**config.mk**
```make
export PLATFORM = sky130hd
export DESIGN_NAME = id_stage
export DESIGN_NICKNAME = d
export VERILOG_FILES = /design/src/rtl/cpu_pkg.sv /design/src/rtl/regfile4x8.sv /design/src/rtl/id_stage.sv
export SDC_FILE = /design/constraint.sdc
export NUM_CORES = 1
export LEC_CHECK = 0
export ABC_AREA = 1
export BUFFER_PORTS_ARGS = -buffer_cell sky130_fd_sc_hd__buf_4
export CAP_MARGIN = 20
export CORE_ASPECT_RATIO = 0.9
export CORE_MARGIN = 1.5
export CORE_UTILIZATION = 50
export DETAILED_ROUTE_END_ITERATION = 12
export HOLD_SLACK_MARGIN = 0.02
export PLACE_DENSITY = 0.76
export SLEW_MARGIN = 20
export SYNTH_ARGS = -nofsm -noshare
export SYNTH_HDL_FRONTEND = slang
export SYNTH_HIERARCHICAL = 1
export SYNTH_SLANG_ARGS = --single-unit
export TNS_END_PERCENT = 50
```
**constraint.sdc**
```tcl
create_clock -name clock -period 1.9 [get_ports clock]
set_input_delay 0.19 -clock clock [delete_from_list [all_inputs] [get_ports clock]]
set_output_delay 0.19 -clock clock [all_outputs]
set_load 0.01 [all_outputs]
```
**src/rtl/cpu_pkg.sv**
```systemverilog
// Shared definitions for the 8-bit pipelined processor: opcodes, instruction
// field positions and per-opcode operand usage helpers.
package cpu_pkg;

    localparam logic [3:0] OP_NOP = 4'h0;
    localparam logic [3:0] OP_ADD = 4'h1;
    localparam logic [3:0] OP_SUB = 4'h2;
    localparam logic [3:0] OP_AND = 4'h3;
    localparam logic [3:0] OP_OR  = 4'h4;
    localparam logic [3:0] OP_LW  = 4'h5;
    localparam logic [3:0] OP_SW  = 4'h6;
    localparam logic [3:0] OP_LI  = 4'h7;
    localparam logic [3:0] OP_JR  = 4'h8;
    localparam logic [3:0] OP_BEZ = 4'h9;

    localparam int OP_HI = 7;
    localparam int OP_LO = 4;
    localparam int RA_HI = 3;
    localparam int RA_LO = 2;
    localparam int RB_HI = 1;
    localparam int RB_LO = 0;

    localparam logic [7:0] NOP_INST = 8'h00;

    function automatic logic is_illegal(input logic [3:0] op);
        return op > OP_BEZ;
    endfunction

    function automatic logic uses_ra(input logic [3:0] op);
        case (op)
            OP_ADD, OP_SUB, OP_AND, OP_OR, OP_SW, OP_BEZ: return 1'b1;
            default:                                      return 1'b0;
        endcase
    endfunction

    function automatic logic uses_rb(input logic [3:0] op);
        case (op)
            OP_ADD, OP_SUB, OP_AND, OP_OR, OP_LW, OP_SW,
            OP_JR, OP_BEZ:                                return 1'b1;
            default:                                      return 1'b0;
        endcase
    endfunction

    function automatic logic writes_ra(input logic [3:0] op);
        case (op)
            OP_ADD, OP_SUB, OP_AND, OP_OR, OP_LW, OP_LI:  return 1'b1;
            default:                                      return 1'b0;
        endcase
    endfunction

endpackage

```
**src/rtl/regfile4x8.sv**
```systemverilog
// 4x8 register file: two asynchronous read ports with write-first bypass,
// one synchronous write port, synchronous reset to zero.
module regfile4x8 (
    input  logic       clock,
    input  logic       reset,
    input  logic [1:0] ra_addr,
    input  logic [1:0] rb_addr,
    output logic [7:0] ra_data,
    output logic [7:0] rb_data,
    input  logic       we,
    input  logic [1:0] waddr,
    input  logic [7:0] wdata
);

    logic [7:0] regs_q [4];
    logic [7:0] regs_d [4];

    always_comb begin
        regs_d = regs_q;
        if (we) regs_d[waddr] = wdata;
    end

    always_ff @(posedge clock) begin
        if (reset) begin
            for (int i = 0; i < 4; i++) regs_q[i] <= 8'h00;
        end else begin
            regs_q <= regs_d;
        end
    end

    // A same-cycle write is visible to readers so decode never sees stale data.
    always_comb begin
        ra_data = (we && waddr == ra_addr) ? wdata : regs_q[ra_addr];
        rb_data = (we && waddr == rb_addr) ? wdata : regs_q[rb_addr];
    end

endmodule

```
**src/rtl/id_stage.sv**
```systemverilog
// Decode stage: IF/ID register, register file, write scoreboard, hazard
// detection, jump/branch resolution and the registered ID/EX interface.
module id_stage
    import cpu_pkg::*;
(
    input  logic       clock,
    input  logic       reset,
    input  logic [7:0] inst,
    input  logic [7:0] pc_calc,
    input  logic       wb_en,
    input  logic [1:0] wb_addr,
    input  logic [7:0] wb_data,
    output logic [7:0] pcj_mux,
    output logic       choice_mux,
    output logic       stall,
    output logic       ex_valid,
    output logic [3:0] ex_op,
    output logic [1:0] ex_dst,
    output logic       ex_we,
    output logic [7:0] ex_a,
    output logic [7:0] ex_b,
    output logic       illegal
);

    logic [7:0] ifid_q, ifid_d;
    logic [7:0] ifid_pc_q, ifid_pc_d;
    logic [3:0] busy_q, busy_d;
    logic       illegal_q, illegal_d;
    logic       ex_valid_q, ex_valid_d;
    logic [3:0] ex_op_q, ex_op_d;
    logic [1:0] ex_dst_q, ex_dst_d;
    logic       ex_we_q, ex_we_d;
    logic [7:0] ex_a_q, ex_a_d;
    logic [7:0] ex_b_q, ex_b_d;

    logic [3:0] raw_op, dec_op;
    logic [1:0] ra_idx, rb_idx;
    logic [7:0] ra_data, rb_data;
    logic       illegal_op, taken;
    logic [3:0] wb_clr, busy_eff;
    logic       dbg_pc_unused;

    assign raw_op = ifid_q[OP_HI:OP_LO];
    assign ra_idx = ifid_q[RA_HI:RA_LO];
    assign rb_idx = ifid_q[RB_HI:RB_LO];

    // The fetch PC is only kept alongside the instruction for debug visibility.
    assign dbg_pc_unused = ^ifid_pc_q;

    regfile4x8 u_regfile (
        .clock   (clock),
        .reset   (reset),
        .ra_addr (ra_idx),
        .rb_addr (rb_idx),
        .ra_data (ra_data),
        .rb_data (rb_data),
        .we      (wb_en),
        .waddr   (wb_addr),
        .wdata   (wb_data)
    );

    // A write-back this cycle releases its busy bit before hazard evaluation.
    always_comb begin
        illegal_op = is_illegal(raw_op);
        dec_op     = illegal_op ? OP_NOP : raw_op;
        wb_clr     = wb_en ? (4'b0001 << wb_addr) : 4'b0000;
        busy_eff   = busy_q & ~wb_clr;
        stall      = (uses_ra(dec_op) && busy_eff[ra_idx]) ||
                     (uses_rb(dec_op) && busy_eff[rb_idx]);
        pcj_mux    = (dec_op == OP_JR || dec_op == OP_BEZ) ? rb_data : 8'h00;
        taken      = !stall && (dec_op == OP_JR ||
                                (dec_op == OP_BEZ && ra_data == 8'h00));
        choice_mux = taken;
    end

    always_comb begin
        ifid_d     = inst;
        ifid_pc_d  = pc_calc;
        busy_d     = busy_eff;
        illegal_d  = illegal_q | (illegal_op && !stall);
        ex_valid_d = 1'b0;
        ex_op_d    = 4'h0;
        ex_dst_d   = 2'd0;
        ex_we_d    = 1'b0;
        ex_a_d     = 8'h00;
        ex_b_d     = 8'h00;
        if (stall) begin
            ifid_d    = ifid_q;
            ifid_pc_d = ifid_pc_q;
        end else begin
            if (taken) ifid_d = NOP_INST;
            if (dec_op != OP_NOP) begin
                ex_valid_d = 1'b1;
                ex_op_d    = dec_op;
                ex_dst_d   = ra_idx;
                ex_we_d    = writes_ra(dec_op);
                ex_a_d     = ra_data;
                ex_b_d     = (dec_op == OP_LI) ? {6'b0, rb_idx} : rb_data;
                if (writes_ra(dec_op)) busy_d = busy_eff | (4'b0001 << ra_idx);
            end
        end
    end

    always_ff @(posedge clock) begin
        if (reset) begin
            ifid_q     <= NOP_INST;
            ifid_pc_q  <= 8'h00;
            busy_q     <= 4'b0000;
            illegal_q  <= 1'b0;
            ex_valid_q <= 1'b0;
            ex_op_q    <= 4'h0;
            ex_dst_q   <= 2'd0;
            ex_we_q    <= 1'b0;
            ex_a_q     <= 8'h00;
            ex_b_q     <= 8'h00;
        end else begin
            ifid_q     <= ifid_d;
            ifid_pc_q  <= ifid_pc_d;
            busy_q     <= busy_d;
            illegal_q  <= illegal_d;
            ex_valid_q <= ex_valid_d;
            ex_op_q    <= ex_op_d;
            ex_dst_q   <= ex_dst_d;
            ex_we_q    <= ex_we_d;
            ex_a_q     <= ex_a_d;
            ex_b_q     <= ex_b_d;
        end
    end

    assign ex_valid = ex_valid_q;
    assign ex_op    = ex_op_q;
    assign ex_dst   = ex_dst_q;
    assign ex_we    = ex_we_q;
    assign ex_a     = ex_a_q;
    assign ex_b     = ex_b_q;
    assign illegal  = illegal_q;

endmodule

```
# After elaboration in Yosys (flattened, before gate mapping)
# Memory sizes are Yosys's and may differ from the RTL's.
# Cells that the tools add are included.
# totals
register_bits,69
mem_bits_ro,16
inputBits,29
output_inout_bits,35
elab_cells,90
n_memories,1
# op_classes
magnitude_cmp,7
eq_ne,11
shift,2
muxes,28
bitwise_logic,8
reduce_logical,19
# memory_table
name,depth,width,read_ports,rd_clocked_by_memory_dff,wr,line_no,rtl
(no name shown),16,1,1,0,0,cpu_pkg.sv:37,case (op)
# ops
op,n
8-bit two-way mux,9
8-bit binary-select mux with 2-bit select,2
32-bit bitwise mux,1
4-bit two-way mux,5
8-bit demux with 2-bit select,1
4-bit by 3-bit equality test with 1-bit output (second input constant),4
6-bit OR reduction,2
3-bit >= comparator (second input constant),3
2-bit inverter with 3-bit output,3
4-bit by 2-bit equality test with 1-bit output (second input constant),2
4-bit equality test (second input constant),2
1-bit logical AND,8
8-bit zero test,1
1-bit by 2-bit left shift with 4-bit output (first input constant),2
1-bit two-way mux,7
2-bit by 3-bit less-than comparator with 1-bit output (second input constant),2
4-bit bitwise AND,1
1-bit binary-select mux with 2-bit select,2
2-bit equality test,2
4-bit by 1-bit equality test with 1-bit output (second input constant),1
4-bit greater-than comparator (second input constant),1
4-bit inverter,1
4-bit bitwise OR,1
4-bit nonzero test,1
other kinds (9),11

# Logic depth before layout (Yosys ltp)
# Gate-level depths: netlist of the first run.
# logic_depth
depth_word,12
ltp_mapped,16

# Modules after synthesis
# Netlist of the first run, hierarchy kept.
# by_module_without_submodules
module,instances,cells_each,area_per_inst_um2,seq_area_each_um2
regfile4x8,1,346,2021.9,640.6
id_stage,1,221,1539.0,740.7

# Worst setup path before layout of the first run
# Ideal clock, no wire load.
# synth_timing
path_kind,reg2out
start,register ifid_q[2]
end,output port choice_mux
arrival_ns,1.794
path_slack_ns,-0.084
stages_incl_launch_ff,13
cell_sequence,dfxtp_1 -> buf_2 -> clkbuf_1 -> nand2_1 -> nand3_1 -> nand2_1 -> nand2_1 -> nand2_1 -> nor2_1 -> nand3_1 -> nor2_1 -> nand2_1 -> a21oi_1
# synth_between
elab_chain_len,9
elab_cells_between_ends,16
classes_between,1 x eq/ne; 6 x mux; 1 x bitwise; 8 x reduce/logical
# synth_rtl
item,line_no,rtl
"start, declared",id_stage.sv:25,"logic [7:0] ifid_q, ifid_d;"
"start signal, assigned",id_stage.sv:117,ifid_q <= ifid_d;
2-bit inverter with 3-bit output (not written as such),regfile4x8.sv:33,ra_data = (we && waddr == ra_addr) ? wdata : regs_q[ra_addr];
8-bit binary-select mux with 2-bit select,regfile4x8.sv:33,
8-bit two-way mux (not written as such) (2 in a row),regfile4x8.sv:33,
8-bit two-way mux *,regfile4x8.sv:33,
via ra_data[5],id_stage.sv:38,"logic [7:0] ra_data, rb_data;"
8-bit zero test *,id_stage.sv:72,(dec_op == OP_BEZ && ra_data == 8'h00));
1-bit logical AND *,id_stage.sv:72,
1-bit logical OR *,id_stage.sv:71,taken = !stall && (dec_op == OP_JR ||
1-bit logical AND *,id_stage.sv:71,
"end, declared",id_stage.sv:14,"output logic choice_mux,"
# Mark *: on every way through the listed nets, which the timed path passes. The rest lies on a longest branch. The select of a mux whose other input is x is not followed.

# Worst setup path in the final report of the first run
# Same ends and word-level chain as after synthesis.

==> impl_metrics.csv, run 1 <==
group,metric,value,unit
status,status,"finished with violations",
status,violations,"negative setup slack",
worst_hold_path,hold_path_class,"in2reg",
floorplan,rows,28,
sta,fin_ws,-0.317,ns
setup_path,crit_arrival,2.03,ns
sta,fin_crit_sh,1.17,
global_routing,grt_pass1_wl,17500,um
cts,cts_buffer_depth,2,
logic_synthesis,synth-seq-area-share,0.388,
power,power_frac_seq,0.288,
drt,drc,0,
global_routing,overflow,0,
setup_path,crit_slowest_cell,"dfxtp_4",
final_layout,mostFrequentLayoutCells,"nand2_1, buf_4, nor2_1",
global_routing,grt_max_degree,33,
logic_synthesis,ys.flop_type,"dfxtp_1",
global_routing,grt_pass1_vias,3767,
worst_hold_path,min_from,"reset",
cts,clock-sinks,69,
logic_synthesis,synth_xor_area_frac,0.00457,
placed_design,hpwl,7480,um
logic_synthesis,avgSynthCellArea,6.28,um2
logic_synthesis,synth_compound_area_frac,0.0896,
power,vdd_ir_drop_max,1.04,mV
setup_path,cpMostUsedCell,"nand2_1",
final_layout,diodes,0,
setup_path,cp_max_fo,7,
final_layout,n_fill_cell,624,
setup_path,critical-path-top-delay-family,"simple AND/OR/NAND/NOR gates",
floorplan,design.die.area,7640,um2
power,p_int,3.82,mW
final_layout,multi_input_area,1910,um2
logic_synthesis,synth.distinct_cells,20,
placed_design,io_buffers,55,
sta,maxSlewHeadroom,0.730,
power,clkPwrFrac,0.178,
cts,cts_tree,"built",
logic_synthesis,synth_enable_flop_cells,0,
sta,skew,0.00786,ns
logic_synthesis,syn_area,3560,um2
setup_path,critPathLaunch,"ifid_q[2]",
setup_path,path_class,"reg2out",
drt,vias,4055,
setup_path,cp.required,1.71,ns
global_routing,antenna_found_initial,0,
final_layout,final_common_cell,"nand2_1",
setup_path,crit_path_end_kind,"primary output",
power,power_density,1450,nW/um2
power,swShare,0.436,
logic_synthesis,synth_mux_area_frac,0,
setup_path,worstReg2RegStart,"ifid_q[2]",
sta,setup_violations,10,
sta,worst_slew_pin_slew,0.405,ns
setup_path,critPathBufInv,3,
logic_synthesis,postSynth.asyncResetShare,0,
flow_run,cap_violations,0,
floorplan,core,6730,um2
sta,fmax,0.451,GHz
floorplan,io_pins,64,
final_layout,layout.nets,679,
drt,wire_per_inst,14.3,um
setup_path,critPathMaxStageDelay,0.40,ns
floorplan,start_util,0.529,
power,total_leakage_power,2.30,nW
logic_synthesis,synth_top_family_by_area,"simple AND/OR/NAND/NOR gates",
placed_design,post-place-ws,-0.0675,ns
cts,clk_pin_slew_worst_paths,0.07,ns
logic_synthesis,synthesis.nets,596,
cts,cts_made_buffers,9,
final_layout,final-seq-area,1390,um2
sta,rsz0062_at_grt,"yes",
sta,slew_viol_final,0,
cts,insertion_delay,0.35,ns
floorplan,die_h,83.1,um
logic_synthesis,yosysWarnings,6,
final_layout,drive_above_1_share,0.253,
drt,vias_per_cell,5.44,
global_routing,grtUsageTotal,0.284,
sta,fin_setup_tns,-0.766,ns
placed_design,gp_congestion,0.909,
final_layout,areaGrowthSynthToFinish,30.9,%
cts,cts-root-buf,"clkbuf_8",
sta,layout_min_cycle_time,2.22,ns
power,comb_power_share,0.534,
power,p_switching,2.96,mW
logic_synthesis,synth-simple-area-share,0.411,
drt,drt_iter0_drc,414,
setup_path,cp_cell_sequence,"inv_6 > clkbuf_16 > nand2_1 > nand3_1 > nand2_1 > nand2_1 > nand2_1 > nor2_1 > nand3_2 > nor2_4 > nand2_2 > a21oi_2 > buf_4",
logic_synthesis,syn-instance-count,567,
cts,ctsHtreeMaxLevel,3,
logic_synthesis,synthAdderAreaFrac,0,
cts,cts_hold_buf,0,
logic_synthesis,ys_ff_latch,69,
floorplan,fp.dieW,92.0,um
drt,postRouteAntennaNets,0,
sta,finalHoldViolations,0,
drt,dr.pass1.iters,6,
setup_path,critPathLaunchType,"flop",
drt,wl,10600,um
==> power by group through the flow <==
stage / Combinational [mW] / Sequential, mW / Clock (mW)
finish: 3.61 / 1.95 / 1.21
global route: 3.99 / 1.98 / 1.29
CTS: 3.28 / 1.92 / 1.22
detailed placement: 3.18 / 1.93 / 0
global placement: 3.11 / 1.92 / 0
floorplan: 1.98 / 1.95 / 0
==> flip-flops by register name (all words and copies together), names as in the netlist <==
| signal | flops |
|---|---|
| u_regfile/regs_q | 32 |
| ifid_q | 8 |
| ex_dst | 2 |
| ex_b | 8 |
| ex_op | 4 |
| busy_q | 4 |
| ex_valid | 1 |
| ex_a | 8 |
| illegal | 1 |
| ex_we | 1 |
==> metal layers <==
layer / track usage / up-vias / wire, um
li1: - / 1969 / -
met5: 0 / - / 0
met3: 0.0549 / 38 / 972
met2: 0.474 / 213 / 4890
met4: 0.0965 / 0 / 273
met1: 0.367 / 1835 / 4520
==> final cells by class <==
| class | instances | area share |
|---|---|---|
| multi-input cells | 405 | 0.410 |
| repair buffers | 93 | 0.165 |
| clock buffers | 9 | 0.0266 |
| inverters | 72 | 0.0591 |
| well taps | 90 | 0.0242 |
| flip-flops and latches | 69 | 0.299 |
| clock inverters | 7 | 0.0161 |
==> what timing repair did <==
| action | in CTS | in global routing |
|---|---|---|
| resized for setup | 14 | 33 |
| cloned | 0 | 2 |
| setup buffers | 4 | 1 |
| pin swaps | 2 | 24 |
| setup endpoints to repair | 18 | 18 |
==> logic make-up (layout without fill, tap and decap cells) <==
logic type | Yosys count | in the layout
buffers and inverters | 93 | 181
XOR/XNOR | 1 | 1
AND/OR/NAND/NOR | 341 | 341
flip-flops | 69 | 69
AO/OA/AOI/OAI | 63 | 63
==> through the flow <==
| stage | instances | area [um2] | power [mW] | util | hold WS, ns |
|---|---|---|---|---|---|
| after floorplan | 567 | 3570 | 3.93 | - | 0.259 |
| after global placement | 722 | 4230 | 5.03 | 0.628 | 0.393 |
| after detailed placement | 722 | 4230 | 5.11 | 0.628 | 0.396 |
| after CTS | 742 | 4500 | 6.42 | 0.669 | 0.0260 |
| after global routing | 745 | 4660 | 7.26 | 0.693 | 0.0359 |
| final | 745 | 4660 | 6.77 | 0.693 | 0.0374 |
==> cells in the mapped netlist, types with 2 or more instances <==
| library cell | n | area, um2 |
|---|---|---|
| nand2_1 | 154 | 578 |
| nand3_1 | 82 | 410 |
| nor2_1 | 77 | 289 |
| dfxtp_1 | 69 | 1380 |
| inv_1 | 67 | 251 |
| o21ai_0 | 32 | 160 |
| a21oi_1 | 26 | 130 |
| buf_2 | 11 | 55.1 |
| nor3_1 | 9 | 45.0 |
| nand4_1 | 7 | 43.8 |
| buf_4 | 5 | 37.5 |
| clkbuf_1 | 5 | 18.8 |
| inv_2 | 5 | 18.8 |
| nand2_2 | 5 | 31.3 |
| o21ai_1 | 4 | 20.0 |
| nand3_2 | 3 | 30.0 |
| nor2_2 | 2 | 12.5 |
| nor2_4 | 2 | 22.5 |
==> final timing paths <==
check	slack, ns	endpoint	depth (start not counted)
setup / recovery	-0.32	choice_mux	13
setup reg to reg	-0.08	ifid_q[5]	16
hold / removal	0.04	illegal	2
hold reg to reg	0.45	illegal	2
Note: power is estimated with default switching activity, not from simulation.
==> inputs of run 2 (changes only) <==
ABC_AREA = default   (was 1)
==> impl_metrics.csv, run 2 <==
group,metric,value,unit
status,status,"finished with violations",
status,violations,"negative setup slack",
logic_synthesis,synthAdderAreaFrac,0,
logic_synthesis,yosysMostFrequentCell,"dfxtp_1",
logic_synthesis,synth-seq-area-share,0.393,
power,total_power,6.67,mW
setup_path,crit_arrival,2.62,ns
drt,vias,3162,
final_layout,fin_area,5010,um2
logic_synthesis,syn-instance-count,319,
setup_path,cp_max_fo,8,
logic_synthesis,synth_enable_flop_cells,0,
global_routing,grt_max_degree,26,
logic_synthesis,postSynth.asyncResetShare,0,
power,total_leakage_power,2.34,nW
logic_synthesis,ys.flop_type,"dfxtp_1",
floorplan,design.die.area,7530,um2
final_layout,largest_register,"u_regfile/regs_q",
final_layout,final_cells,544,
sta,setup_violations,43,
drt,drc,0,
final_layout,diodes,0,
logic_synthesis,synth_xor_area_frac,0.0210,
setup_path,critPathBufInv,3,
cts,ctsHtreeMaxLevel,3,
setup_path,cp_cell_sequence,"buf_6 > xnor2_4 > nand3_4 > buf_6 > mux2_4 > or4_4 > o21ai_2 > nand2_2 > nor2_4 > buf_6",
worst_hold_path,min_from,"inst[1]",
cts,cts_made_buffers,9,
logic_synthesis,synth_top_family_by_area,"multiplexers",
power,swShare,0.360,
drt,wl,10100,um
logic_synthesis,synth_mux_area_frac,0.268,
sta,fin_ws,-0.911,ns
global_routing,grtUsageTotal,0.271,
placed_design,hpwl,6700,um
sta,layout_min_cycle_time,2.81,ns
power,p_switching,2.40,mW
final_layout,mostFrequentLayoutCells,"buf_4, dfxtp_1, nor2_1",
floorplan,io_pins,64,
logic_synthesis,synth-simple-area-share,0.199,
drt,wire_per_inst,18.5,um
logic_synthesis,synth_common_cells,"dfxtp_1, nor2_1, mux2i_1",
placed_design,placedCellCount,508,
cts,cts_hold_buf,0,
logic_synthesis,yosysWarnings,6,
setup_path,critPathLaunchType,"flop",
floorplan,rows,28,
setup_path,cpMostUsedCell,"buf_6",
logic_synthesis,ys_ff_latch,69,
setup_path,critPathMaxStageDelay,0.42,ns
power,power_density,1330,nW/um2
setup_path,cp.required,1.71,ns
power,vdd_ir_drop_max,0.577,mV
logic_synthesis,synth_compound_area_frac,0.0791,
sta,rsz0062_at_grt,"yes",
global_routing,antenna_found_initial,0,
flow_run,cap_violations,0,
cts,clk_pin_slew_worst_paths,0.09,ns
sta,fin_crit_sh,1.48,
placed_design,post-place-ws,-0.688,ns
sta,worst_slew_pin_slew,0.498,ns
logic_synthesis,synth_area_leader_cell,"dfxtp_1",
floorplan,fp.dieW,91.3,um
logic_synthesis,netlist.area_leader.share,0.393,
cts,cts_tree,"built",
final_layout,final_common_cell,"buf_4",
drt,vias_per_cell,5.81,
final_layout,areaGrowthSynthToFinish,42.7,%
sta,maxSlewHeadroom,0.667,
setup_path,r2r_slack,-0.75,ns
setup_path,worstReg2RegStart,"ifid_q[3]",
floorplan,start_util,0.525,
placed_design,gp_congestion,0.887,
final_layout,largest_register_ff_count,32,
sta,slew_viol_final,0,
setup_path,path_class,"reg2out",
power,power_frac_seq,0.284,
sta,finalHoldViolations,0,
worst_hold_path,hold_path_class,"in2reg",
power,p_int,4.27,mW
drt,drt_iter0_drc,249,
power,comb_power_share,0.502,
floorplan,die_h,82.5,um
setup_path,critPathLaunch,"ifid_q[3]",
logic_synthesis,synth.distinct_cells,48,
floorplan,core,6690,um2
global_routing,grt_pass1_vias,2812,
global_routing,overflow,0,
placed_design,io_buffers,55,
sta,fin_setup_tns,-15.19,ns
placed_design,dpl_cell_area,4420,um2
cts,clock-sinks,69,
sta,skew,0.0152,ns
cts,cts-root-buf,"clkbuf_8",
setup_path,critical-path-top-delay-family,"simple AND/OR/NAND/NOR gates",
logic_synthesis,avgSynthCellArea,11.0,um2
cts,insertion_delay,0.36,ns
logic_synthesis,synthesis.nets,348,
drt,postRouteAntennaNets,0,
drt,dr.pass1.iters,5,
setup_path,crit_path_end_kind,"primary output",
cts,cts_buffer_depth,2,
setup_path,crit_slowest_cell,"dfxtp_4",
global_routing,grt_pass1_wl,15300,um
sta,fmax,0.356,GHz
final_layout,drive_above_1_share,0.496,
final_layout,layout.nets,478,
power,clkPwrFrac,0.214,
logic_synthesis,yosys-top-cells-area,"dfxtp_1, mux4_2, mux2i_1, mux2_4, nor2_1",
logic_synthesis,syn_area,3510,um2
run 2: changes by cell type after synthesis, moves of 16 or more:
cell	previous run	this run
nand2_1	154	6
nand3_1	82	3
inv_1	67	1
nor2_1	77	42
mux2i_1	0	34
o21ai_0	32	9
a21oi_1	26	5
and2_1	0	20
mux2_4	0	16
mux4_2	0	16
run 2: worst reg2reg max path, stage by stage, from the launching register on:
cell and delay [ns]:
dfxtp_4 0.42, buf_6 0.15, xnor2_4 0.12, nand3_4 0.19, buf_6 0.18, mux2_4 0.30, or4_4 0.42, o21ai_2 0.16
nand2_2 0.10, buf_4 0.17, buf_6 0.13, nand4_1 0.09, o21ai_0 0.09
run 2: logic make-up (layout without fill, tap and decap cells):
group | after synthesis | in the layout
flip-flops | 69 | 69
multiplexers | 66 | 66
AO/OA/AOI/OAI | 36 | 36
AND/OR/NAND/NOR | 119 | 119
XOR/XNOR | 5 | 5
buffers and inverters | 24 | 159
run 2: layout make-up:
class                           count  area (um2)
Clock buffer                       10         149
Multi-Input combinational cell    226        2090
Sequential cell                    69        1400
Fill cell                         432        1680
Tap cell                           90         113
Clock inverter                      6        91.3
Timing Repair Buffer              141        1160
Inverter                            2        10.0
run 2: repair_timing:
action	CTS	global route
hold endpoints to repair	0	0
pin swaps	14	6
setup endpoints to repair	39	43
gates resized for setup	43	12
setup buffers	15	6
run 2: routing by layer:
metal,wire length (um),vias up,GRT usage
met5,0,-,0
met4,247,0,0.0859
met3,776,27,0.0668
met2,4610,169,0.431
met1,4450,1515,0.367
li1,-,1451,-
run 2: power groups by stage:
stage / sequential, mW / clock [mW] / combinational (mW)
after global routing: 1.92 / 1.51 / 3.53
after detailed placement: 1.93 / 0 / 2.55
final: 1.90 / 1.43 / 3.35
after CTS: 1.89 / 1.44 / 3.06
after global placement: 1.91 / 0 / 2.50
after floorplan: 1.87 / 0 / 1.65
run 2: metrics by stage:
stage / hold slack, ns / util
finish: 0.0829 / 0.749
global route: 0.0825 / 0.749
CTS: 0.0872 / 0.736
detailed placement: 0.459 / 0.660
global placement: 0.449 / 0.660
floorplan: 0.262 / -
run 2: final timing paths:
path | endpoint | depth (start not counted)
max | choice_mux | 10
min reg2reg | busy_q[0] | 2
min | ifid_q[1] | 3
max reg2reg | ifid_q[5] | 12
